===== src/rtl/clken_monitor.sv =====
// Clock-enable rate checker: measures the interval between clken strobes,
// declares lock after a run of in-tolerance periods and flags bad periods or missing strobes.
`timescale 1ns/1ps

module clken_monitor #(
    parameter int unsigned DIV_RATIO  = 16,
    parameter int unsigned TOL        = 1,
    parameter int unsigned LOCK_COUNT = 4,
    parameter int unsigned CNT_W      = 8
) (
    input  logic             clk,
    input  logic             rst,
    input  logic             clken,
    input  logic             clear,
    output logic [CNT_W-1:0] period,
    output logic             period_valid,
    output logic             locked,
    output logic             err,
    output logic [7:0]       err_cnt
);

    localparam int unsigned E      = DIV_RATIO + 1;
    localparam int unsigned CW1    = CNT_W + 1;
    localparam int unsigned ERR_W  = 8;
    localparam int unsigned G_W    = (LOCK_COUNT < 2) ? 1 : $clog2(LOCK_COUNT);

    // One extra bit so the tolerance window bounds and cnt+1 never wrap.
    localparam logic [CNT_W:0]   PER_MIN = CW1'(E - TOL);
    localparam logic [CNT_W:0]   PER_MAX = CW1'(E + TOL);
    localparam logic [CNT_W-1:0] CNT_TMO = CNT_W'(E + TOL - 1);
    localparam logic [CNT_W-1:0] CNT_MAX = {CNT_W{1'b1}};
    localparam logic [G_W-1:0]   G_LAST  = G_W'(LOCK_COUNT - 1);
    localparam logic [ERR_W-1:0] ERR_MAX = {ERR_W{1'b1}};

    typedef enum logic [1:0] {
        S_IDLE   = 2'd0,
        S_ACQ    = 2'd1,
        S_LOCKED = 2'd2
    } state_e;

    state_e             state_q, state_d;
    logic [CNT_W-1:0]   cnt_q, cnt_d;
    logic [G_W-1:0]     g_q, g_d;
    logic [CNT_W-1:0]   period_q, period_d;
    logic               period_valid_q, period_valid_d;
    logic               locked_q, locked_d;
    logic               err_q, err_d;
    logic [ERR_W-1:0]   err_cnt_q, err_cnt_d;

    logic [CNT_W:0]     meas_c;
    logic               good_c;
    logic               timeout_c;

    // Period measured at a strobe, its tolerance check, and the missing-strobe detect.
    always_comb begin
        meas_c    = {1'b0, cnt_q} + CW1'(1);
        good_c    = (meas_c >= PER_MIN) && (meas_c <= PER_MAX);
        timeout_c = !clken && (cnt_q == CNT_TMO);
    end

    always_ff @(posedge clk or negedge rst) begin
        if (!rst) begin
            state_q <= S_IDLE;
        end else begin
            state_q <= state_d;
        end
    end

    always_comb begin
        state_d = state_q;
        case (state_q)
            S_IDLE: begin
                if (clken) begin
                    state_d = S_ACQ;
                end
            end
            S_ACQ: begin
                if (clken) begin
                    if (good_c && (g_q == G_LAST)) begin
                        state_d = S_LOCKED;
                    end
                end else if (timeout_c) begin
                    state_d = S_IDLE;
                end
            end
            S_LOCKED: begin
                if (clken) begin
                    if (!good_c) begin
                        state_d = S_ACQ;
                    end
                end else if (timeout_c) begin
                    state_d = S_IDLE;
                end
            end
            default: state_d = S_IDLE;
        endcase
    end

    always_comb begin
        cnt_d          = cnt_q;
        g_d            = g_q;
        period_d       = period_q;
        period_valid_d = 1'b0;
        err_d          = 1'b0;
        err_cnt_d      = err_cnt_q;

        if (clken) begin
            cnt_d = '0;
        end else if (cnt_q != CNT_MAX) begin
            cnt_d = cnt_q + CNT_W'(1);
        end

        case (state_q)
            S_IDLE: begin
                if (clken) begin
                    g_d = '0;
                end
            end
            S_ACQ: begin
                if (clken) begin
                    period_d       = CNT_W'(meas_c);
                    period_valid_d = 1'b1;
                    if (good_c) begin
                        g_d = (g_q == G_LAST) ? '0 : g_q + G_W'(1);
                    end else begin
                        err_d = 1'b1;
                        g_d   = '0;
                    end
                end else if (timeout_c) begin
                    err_d = 1'b1;
                    g_d   = '0;
                end
            end
            S_LOCKED: begin
                if (clken) begin
                    period_d       = CNT_W'(meas_c);
                    period_valid_d = 1'b1;
                    if (!good_c) begin
                        err_d = 1'b1;
                        g_d   = '0;
                    end
                end else if (timeout_c) begin
                    err_d = 1'b1;
                    g_d   = '0;
                end
            end
            default: g_d = '0;
        endcase

        locked_d = (state_d == S_LOCKED);

        // clear takes priority over a same-cycle error increment.
        if (clear) begin
            err_cnt_d = '0;
        end else if (err_d && (err_cnt_q != ERR_MAX)) begin
            err_cnt_d = err_cnt_q + ERR_W'(1);
        end
    end

    always_ff @(posedge clk or negedge rst) begin
        if (!rst) begin
            cnt_q          <= '0;
            g_q            <= '0;
            period_q       <= '0;
            period_valid_q <= 1'b0;
            locked_q       <= 1'b0;
            err_q          <= 1'b0;
            err_cnt_q      <= '0;
        end else begin
            cnt_q          <= cnt_d;
            g_q            <= g_d;
            period_q       <= period_d;
            period_valid_q <= period_valid_d;
            locked_q       <= locked_d;
            err_q          <= err_d;
            err_cnt_q      <= err_cnt_d;
        end
    end

    assign period       = period_q;
    assign period_valid = period_valid_q;
    assign locked       = locked_q;
    assign err          = err_q;
    assign err_cnt      = err_cnt_q;

endmodule


===== config.mk =====
export PLATFORM = sky130hd
export DESIGN_NAME = clken_monitor
export DESIGN_NICKNAME = d
export VERILOG_FILES = /design/src/rtl/clken_monitor.sv
export SDC_FILE = /design/constraint.sdc
export NUM_CORES = 1
export LEC_CHECK = 0
export BUFFER_PORTS_ARGS = -buffer_cell sky130_fd_sc_hd__buf_2
export CAP_MARGIN = 20
export CORE_MARGIN = 2
export CORE_UTILIZATION = 60
export CTS_CLUSTER_DIAMETER = 120
export DETAILED_ROUTE_END_ITERATION = 8
export PLACE_DENSITY = 0.8
export SYNTH_ARGS = -nofsm -noshare
export SYNTH_HDL_FRONTEND = slang
export SYNTH_SLANG_ARGS = --single-unit
export TNS_END_PERCENT = 50

===== constraint.sdc =====
create_clock -name clk -period 4.8 [get_ports clk]
set_clock_uncertainty 0.2 [all_clocks]
set_input_delay 0.96 -clock clk [delete_from_list [all_inputs] [get_ports clk]]
set_output_delay 0.96 -clock clk [all_outputs]
set_load 0.1 [all_outputs]

==> metrics.md, run 1 <==
| Metric | Value |
|---|---|
| Synth Cell Area | `1713 um2` |
| Top cells by area, synth | `dfrtp_1, ha_1, nand2_1, o21ai_0, a21oi_1` |
| Synth top area share | `0.4529` |
| Die W | `57.43 um` |
| Fin nets | `209` |
| RSZ-0062 raised after global routing | `no` |
| Post-route ant nets | `0` |
| Cells after DPL | `221` |
| DRT Pass-1 Iters | `4` |
| Global Route Usage Sum | `0.2301` |
| # diodes | `0` |
| Max Freq | `327.6 MHz` |
| Worst-margin pin slew | `0.6776 ns` |
| Max layer used | `met4` |
| Drt wl/cell | `14.69 um` |
| R2R cell count | `7` |
| Clock transition at the registers of the reported paths | `0.09 ns` |
| DRT met1 WL | `1.501 mm` |
| Primary FF master, synth | `dfrtp_1` |
| DIE AREA | `3298 um2` |
| Non-filler instance count after layout | `229` |
| Status | `finished clean` |
| Post-CTS Hold Fix Bufs | `0` |
| CTS resizes | `0` |
| Post-Synth Adder-Cell Area | `0.05844` |
| I/O pin cnt | `23` |
| Ys Warns | `0` |
| Netlist cell types | `49` |
| Drt initial violations | `47` |
| Pwr dens | `417.7 nW/um2` |
| Area leader, netlist | `dfrtp_1` |
| Root Driver | `clkbuf_4` |
| Largest net degree at the start of global routing | `32` |
| Post-synth EDFFs | `0` |
| WP depth | `7` |
| Total Wirelength | `3.363 mm` |
| Main combinational cell family by area after synthesis | `simple AND/OR/NAND/NOR gates` |
| Initial Util | `0.6265` |
| Area grow syn2layout | `9.058%` |
| Share of layout cells above drive strength 1 | `0.1919` |
| Buffer count from post-CTS setup fixing | `0` |
| Commonest cells post-synth | `dfrtp_1, nand2_1, o21ai_0, a21oi_1, nor2_1` |
| #FFs+latches synth | `31` |
| Final setup fails | `0` |
| Global-route wire length before repair | `5.796 mm` |
| Syn nets | `188` |
| R2R Setup Slk | `1.91 ns` |
| H-tree levels | `2` |
| Hold Path Stages | `2` |
| TritonCTS clock tree | `built` |
| Clock Latency Late Sink | `0.32 ns` |
| Multi-input combinational cell area | `840.8 um2` |
| # port buffers | `22` |
| Max stage delay on crit path | `0.52 ns` |
| Max Slew Vio Count | `0` |
| Post-Syn Instances | `176` |
| Period utilization | `0.6360` |
| Worst path cell trace | `buf_2, or4b_4, nor4_4, o221a_4, o21ai_2, or4_1, a21oi_1` |
| Detail Placement HPWL | `2.358 mm` |
| Layout fillers | `227` |
| Max clock buf depth | `2` |
| Die H | `57.43 um` |
| CP Launch Type | `input pin` |
| Peak supply drop | `335.7 uV` |
| Hold Path End | `period[3]$_DFFE_PN0P_` |
| Mux cell area share after synthesis | `0.005844` |
| GRT overflow | `0` |
| Most frequent cell after synthesis | `dfrtp_1` |
| CP required | `4.85 ns` |
| Crit-path leading delay family | `simple AND/OR/NAND/NOR gates` |
| Crit Path Max Fanout | `18` |
| Synth Area in Simple Gates | `0.2038` |
| GP Congestion | `0.9054` |
| Met2 WL | `1.624 mm` |
| Post-synth ARST share | `1.000` |
| Compound-Gate Fraction of Synth Area | `0.1717` |
| Worst Setup SP | `clken` |
| Min-delay src | `period[3]$_DFFE_PN0P_` |
| Post-synthesis sequential area ratio | `0.4529` |
| Worst Hold Class | `reg2reg` |
| Vias/cell | `5.987` |
| WL met3 | `191 um` |
| Remaining DRCs | `0` |
| Placement Rows | `19` |
| CP max stage cell | `or4b_4` |
| TNS Setup | `0 ns` |
| Syn avg cell area | `9.732 um2` |
| Worst reg2reg endpoint | `err_cnt[5]$_DFFE_PN0P_` |
| Register area | `775.7 um2` |
| CTS Buf Count | `5` |
| Number of global-route vias before repair | `1,342` |
| Crit end category | `flip-flop` |
| Leak | `0.8655 nW` |
| Min Tclk post-route | `3.053 ns` |
| Reg2reg start | `cnt_q[0]$_DFFE_PN0P_` |
| Xor/xnor share of the synthesized area | `0.05113` |
| Power, Total | `0.7803 mW` |
| Critical path arrival | `3.11 ns` |
| Core footprint | `2734 um2` |
| Initial antenna violation count | `0` |
| Critical path class | `in2reg` |
| Relative slew slack | `0.5483` |
| Vias | `1,371` |
| CTS sink cnt | `31` |
| Max-cap viol count | `0` |
| Final Hold Violating Endpoints | `0` |
| WP buf/inv | `1` |
-- worst min-delay path: cells and delay by family (launching register included) --
kind	cells	cell delay [ns]
AOI/OAI and AO/OA	1	0.06
DFF	1	0.35
and+or+nand+nor	1	0.04
-- worst max-delay path by stage --
stage,to,slack [ns]
6_report,err_cnt[5]$_DFFE_PN0P_,1.75
5_1_grt,err_cnt[5]$_DFFE_PN0P_,1.66
4_1_cts,err_cnt[5]$_DFFE_PN0P_,1.76
3_5_place_dp,err_cnt[5]$_DFFE_PN0P_,1.44
3_3_place_gp,err_cnt[5]$_DFFE_PN0P_,1.52
2_1_floorplan,err_cnt[5]$_DFFE_PN0P_,1.72
-- per-layer routing --
layer	up-vias	track usage
met5	-	0
met4	0	0.08970
met3	6	0.06803
met2	46	0.3734
met1	655	0.2889
li1	664	-
-- state kept, by name (all words and copies together) (netlist names) --
signal,flops
cnt_q,8
err_cnt,8
period,8
g_q,2
state_q,2
err,1
locked,1
period_valid,1
-- cells in the final DEF, fill, tap and decap left out, types with 2 or more instances in the layout --
master | synthesis | routed
a211oi_1 | 2 | 2
xor2_1 | 5 | 5
a21oi_1 | 12 | 12
o31ai_1 | 2 | 2
nor4_1 | 2 | 2
nand3_1 | 7 | 7
nand4_1 | 2 | 2
clkbuf_8 | 1 | 2
ha_1 | 8 | 8
nor2b_1 | 3 | 3
or4_1 | 2 | 2
o21ai_0 | 14 | 14
buf_2 | 0 | 22
nor3_1 | 3 | 3
xnor2_1 | 5 | 5
nor2_1 | 12 | 12
nand2_1 | 21 | 21
clkbuf_4 | 1 | 5
nor3b_1 | 2 | 2
dfrtp_1 | 31 | 31
inv_1 | 9 | 9
-- power by group --
part	internal [mW]	switching (mW)	leakage, nW
logic	0.0653	0.237	0.405
clock network	0.0861	0.0854	0.0386
registers	0.287	0.0199	0.422
total	0.438	0.342	0.865
-- final cells by class --
cell class / count / share of cell area
clock buffers: 8 / 0.03684
inverters: 9 / 0.01808
multi-input cells: 128 / 0.4501
flip-flops and latches: 31 / 0.4153
well taps: 31 / 0.02076
repair buffers: 22 / 0.05894
-- kinds of logic after synthesis --
group	count (synthesis)
buffers and inverters	17
multiplexers	1
AO/OA/AOI/OAI	45
AND/OR/NAND/NOR	64
XOR/XNOR	10
adder cells (fa/ha/maj)	8
flip-flops	31
-- metrics by stage --
| stage | utilization | hold slack (ns) | worst slack, ns | area, um2 |
|---|---|---|---|---|
| 6_report | 0.6833 | 0.2845 | 1.747 | 1868 |
| 5_1_grt | 0.6833 | 0.3104 | 1.657 | 1868 |
| 4_1_cts | 0.6833 | 0.2915 | 1.764 | 1868 |
| 3_5_place_dp | 0.6581 | 0.2707 | 1.438 | 1799 |
| 3_3_place_gp | 0.6581 | 0.2573 | 1.516 | 1799 |
| 2_1_floorplan | - | 0.2538 | 1.715 | 1713 |
(Power assumes the default switching activity.)
==> run 2, diff against run 1 <==
ABC_AREA = 1   (was not set)
CORE_UTILIZATION = 57   (was 60)
PLACE_DENSITY = 0.76   (was 0.8)
clock period = 2.9 ns   (was 4.8 ns; I/O delays follow)
==> run 2 against run 1 <==
  * Synthesized cell count rose by 26%
  * Worst hold slack got worse by 0.23 ns
  * First-iteration DRC count is the same
  * Register-to-register slack got worse by 1.2 ns
==> metrics.md, run 2 <==
| Metric | Value |
|---|---|
| Post-synthesis sequential area ratio | `0.4441` |
| Total Wirelength | `3.603 mm` |
| DRT Pass-1 Iters | `4` |
| GP Congestion | `0.8666` |
| Clock transition at the registers of the reported paths | `0.11 ns` |
| Post-route ant nets | `0` |
| Synth top area share | `0.4441` |
| # diodes | `0` |
| Area leader, netlist | `dfrtp_1` |
| Post-route cell area | `1973 um2` |
| I/O pin cnt | `23` |
| CP Launch Type | `flip-flop` |
| Worst-margin pin slew | `0.6728 ns` |
| Initial antenna violation count | `0` |
| Fin nets | `260` |
| Core footprint | `2978 um2` |
| Relative slew slack | `0.5514` |
| TritonCTS clock tree | `built` |
| Dpl cell area | `1887 um2` |
| Final setup fails | `0` |
| Root Driver | `clkbuf_4` |
| Post-CTS Hold Fix Bufs | `0` |
| Worst Hold Class | `in2async` |
| Drt wl/cell | `12.78 um` |
| Commonest cells post-synth | `nand2_1, dfrtp_1, nand3_1, inv_1, nor2_1` |
| CP required | `2.94 ns` |
| Syn nets | `234` |
| Min Tclk post-route | `2.211 ns` |
| GRT overflow | `0` |
| Peak supply drop | `394.8 uV` |
| Detail Placement HPWL | `2.551 mm` |
| DIE AREA | `3523 um2` |
| Crit end category | `flip-flop` |
| Clock Latency Late Sink | `0.35 ns` |
| Leak | `1.066 nW` |
| CTS sink cnt | `31` |
| Vias/cell | `5.326` |
| Initial Util | `0.5866` |
| TNS Setup | `0 ns` |
| # port buffers | `22` |
| Post-synth EDFFs | `0` |
| Period utilization | `0.7625` |
| Max Freq | `452.3 MHz` |
| Global-route wire length before repair | `6.230 mm` |
| Max-cap viol count | `0` |
| Final Hold Violating Endpoints | `0` |
| Post-synth ARST share | `1.000` |
| Syn avg cell area | `7.868 um2` |
| Most frequent cells in the layout | `nand2_1, dfrtp_1, nand3_1` |
| Largest net degree at the start of global routing | `32` |
| Critical path class | `reg2reg` |
| Netlist cell types | `26` |
| Number of global-route vias before repair | `1,468` |
| Ys Warns | `0` |
| Post-Syn Instances | `222` |
| Synth Cell Area | `1747 um2` |
| Most frequent cell after synthesis | `nand2_1` |
| Commonest non-fill, non-tap cell in the layout | `nand2_1` |
| Buffer count from post-CTS setup fixing | `0` |
| Die H | `59.36 um` |
| Status | `finished clean` |
| Remaining DRCs | `0` |
| Top cells by area, synth | `dfrtp_1, nand2_1, nand3_1, ha_1, inv_1` |
| Share of layout cells above drive strength 1 | `0.1928` |
| RSZ-0062 raised after global routing | `no` |
| Global Route Usage Sum | `0.2433` |
| Primary FF master, synth | `dfrtp_1` |
| Non-filler instance count after layout | `282` |
| Die W | `59.36 um` |
| Critical path arrival | `2.25 ns` |
| R2R cell count | `15` |
| #FFs+latches synth | `31` |
| Cells after DPL | `274` |
| H-tree levels | `2` |
| Crit Path Max Fanout | `9` |
| Drt initial violations | `47` |
| Pwr dens | `743.4 nW/um2` |
| CTS resizes | `0` |
| Max clock buf depth | `2` |
| Max Slew Vio Count | `0` |
| Vias | `1,502` |
| CTS Buf Count | `5` |
| Placement Rows | `20` |
| Area grow syn2layout | `12.97%` |
[run 2: cell count changes after synthesis, sizes merged, moves of 3 or more]
cell | previous run | this run
nand4 | 2 | 6
inv | 9 | 24
a21oi | 12 | 3
xnor2 | 5 | 0
nand2 | 21 | 72
nor2 | 12 | 21
nand3 | 7 | 23
nor2b | 3 | 0
nor4 | 3 | 0
buf | 3 | 0
[run 2: where the power goes]
group          total (mW)  switching [mW]  internal (mW)
combinational       0.581           0.475          0.105
sequential          0.525          0.0414          0.483
clock               0.362           0.158          0.204
total                1.47           0.675          0.792
[run 2: kinds of logic (layout without fill, tap and decap cells)]
family          Yosys count  after routing  share of synthesized area
xor+xnor                  4              4                    0.02006
compound gates           25             25                    0.08525
fa+ha+maj                 8              8                    0.05731
simple gates            127            127                     0.3352
flops                    31             31                     0.4441
buf+inv                  27             54                    0.05802
[run 2: layout make-up]
class                   instances  area (um2)
fillers                       261        1005
multi-input cells             164       869.6
flip-flops and latches         31       775.7
repair buffers                 22       110.1
inverters                      24       90.09
clock buffers                   6       51.30
well taps                      33       41.29
clock inverters                 2       35.03
[run 2: critical path, cell delays in order (launching register included)]
cell and delay (ns):
dfrtp_1 0.46, ha_1 0.27, nand2_2 0.11, inv_2 0.04
nand2_2 0.08, nand2_1 0.09, nor2_1 0.10, nand2_1 0.06
nor2_2 0.11, nand2_2 0.07, nand2_2 0.09, a21boi_4 0.08
nand2_4 0.13, nand2_4 0.09, nand2_1 0.08, nand2_1 0.05
[run 2: per-stage QoR]
step / setup slack [ns] / util / power, mW / hold slack, ns
floorplan: 0.5461 / - / 1.004 / 0.08441
global placement: 0.5861 / 0.6336 / 1.109 / 0.2641
detailed placement: 0.5734 / 0.6336 / 1.112 / 0.2793
CTS: 0.6806 / 0.6626 / 1.476 / 0.07256
global route: 0.4470 / 0.6626 / 1.538 / 0.09958
finish: 0.6889 / 0.6626 / 1.467 / 0.05776
[run 2: final timing paths]
check | end | start | slack (ns)
worst max-delay path | err_cnt[4]$_DFFE_PN0P_ | cnt_q[0]$_DFFE_PN0P_ | 0.69
worst min-delay path | err_cnt[2]$_DFFE_PN0P_ | rst | 0.06
worst max register to register | err_cnt[4]$_DFFE_PN0P_ | cnt_q[0]$_DFFE_PN0P_ | 0.69
worst min register to register | period[5]$_DFFE_PN0P_ | period[5]$_DFFE_PN0P_ | 0.30
max in group asynchronous | cnt_q[7]$_DFFE_PN0P_ | rst | 2.00
min in group clk | period[5]$_DFFE_PN0P_ | period[5]$_DFFE_PN0P_ | 0.30
[run 2: per-layer routing]
metal | track usage | vias to the layer above | routed length [um]
met2 | 0.3925 | 24 | 1762
met1 | 0.3097 | 703 | 1633
met4 | 0.1234 | 0 | 68
met5 | 0 | - | 0
li1 | - | 767 | -
met3 | 0.04803 | 8 | 138
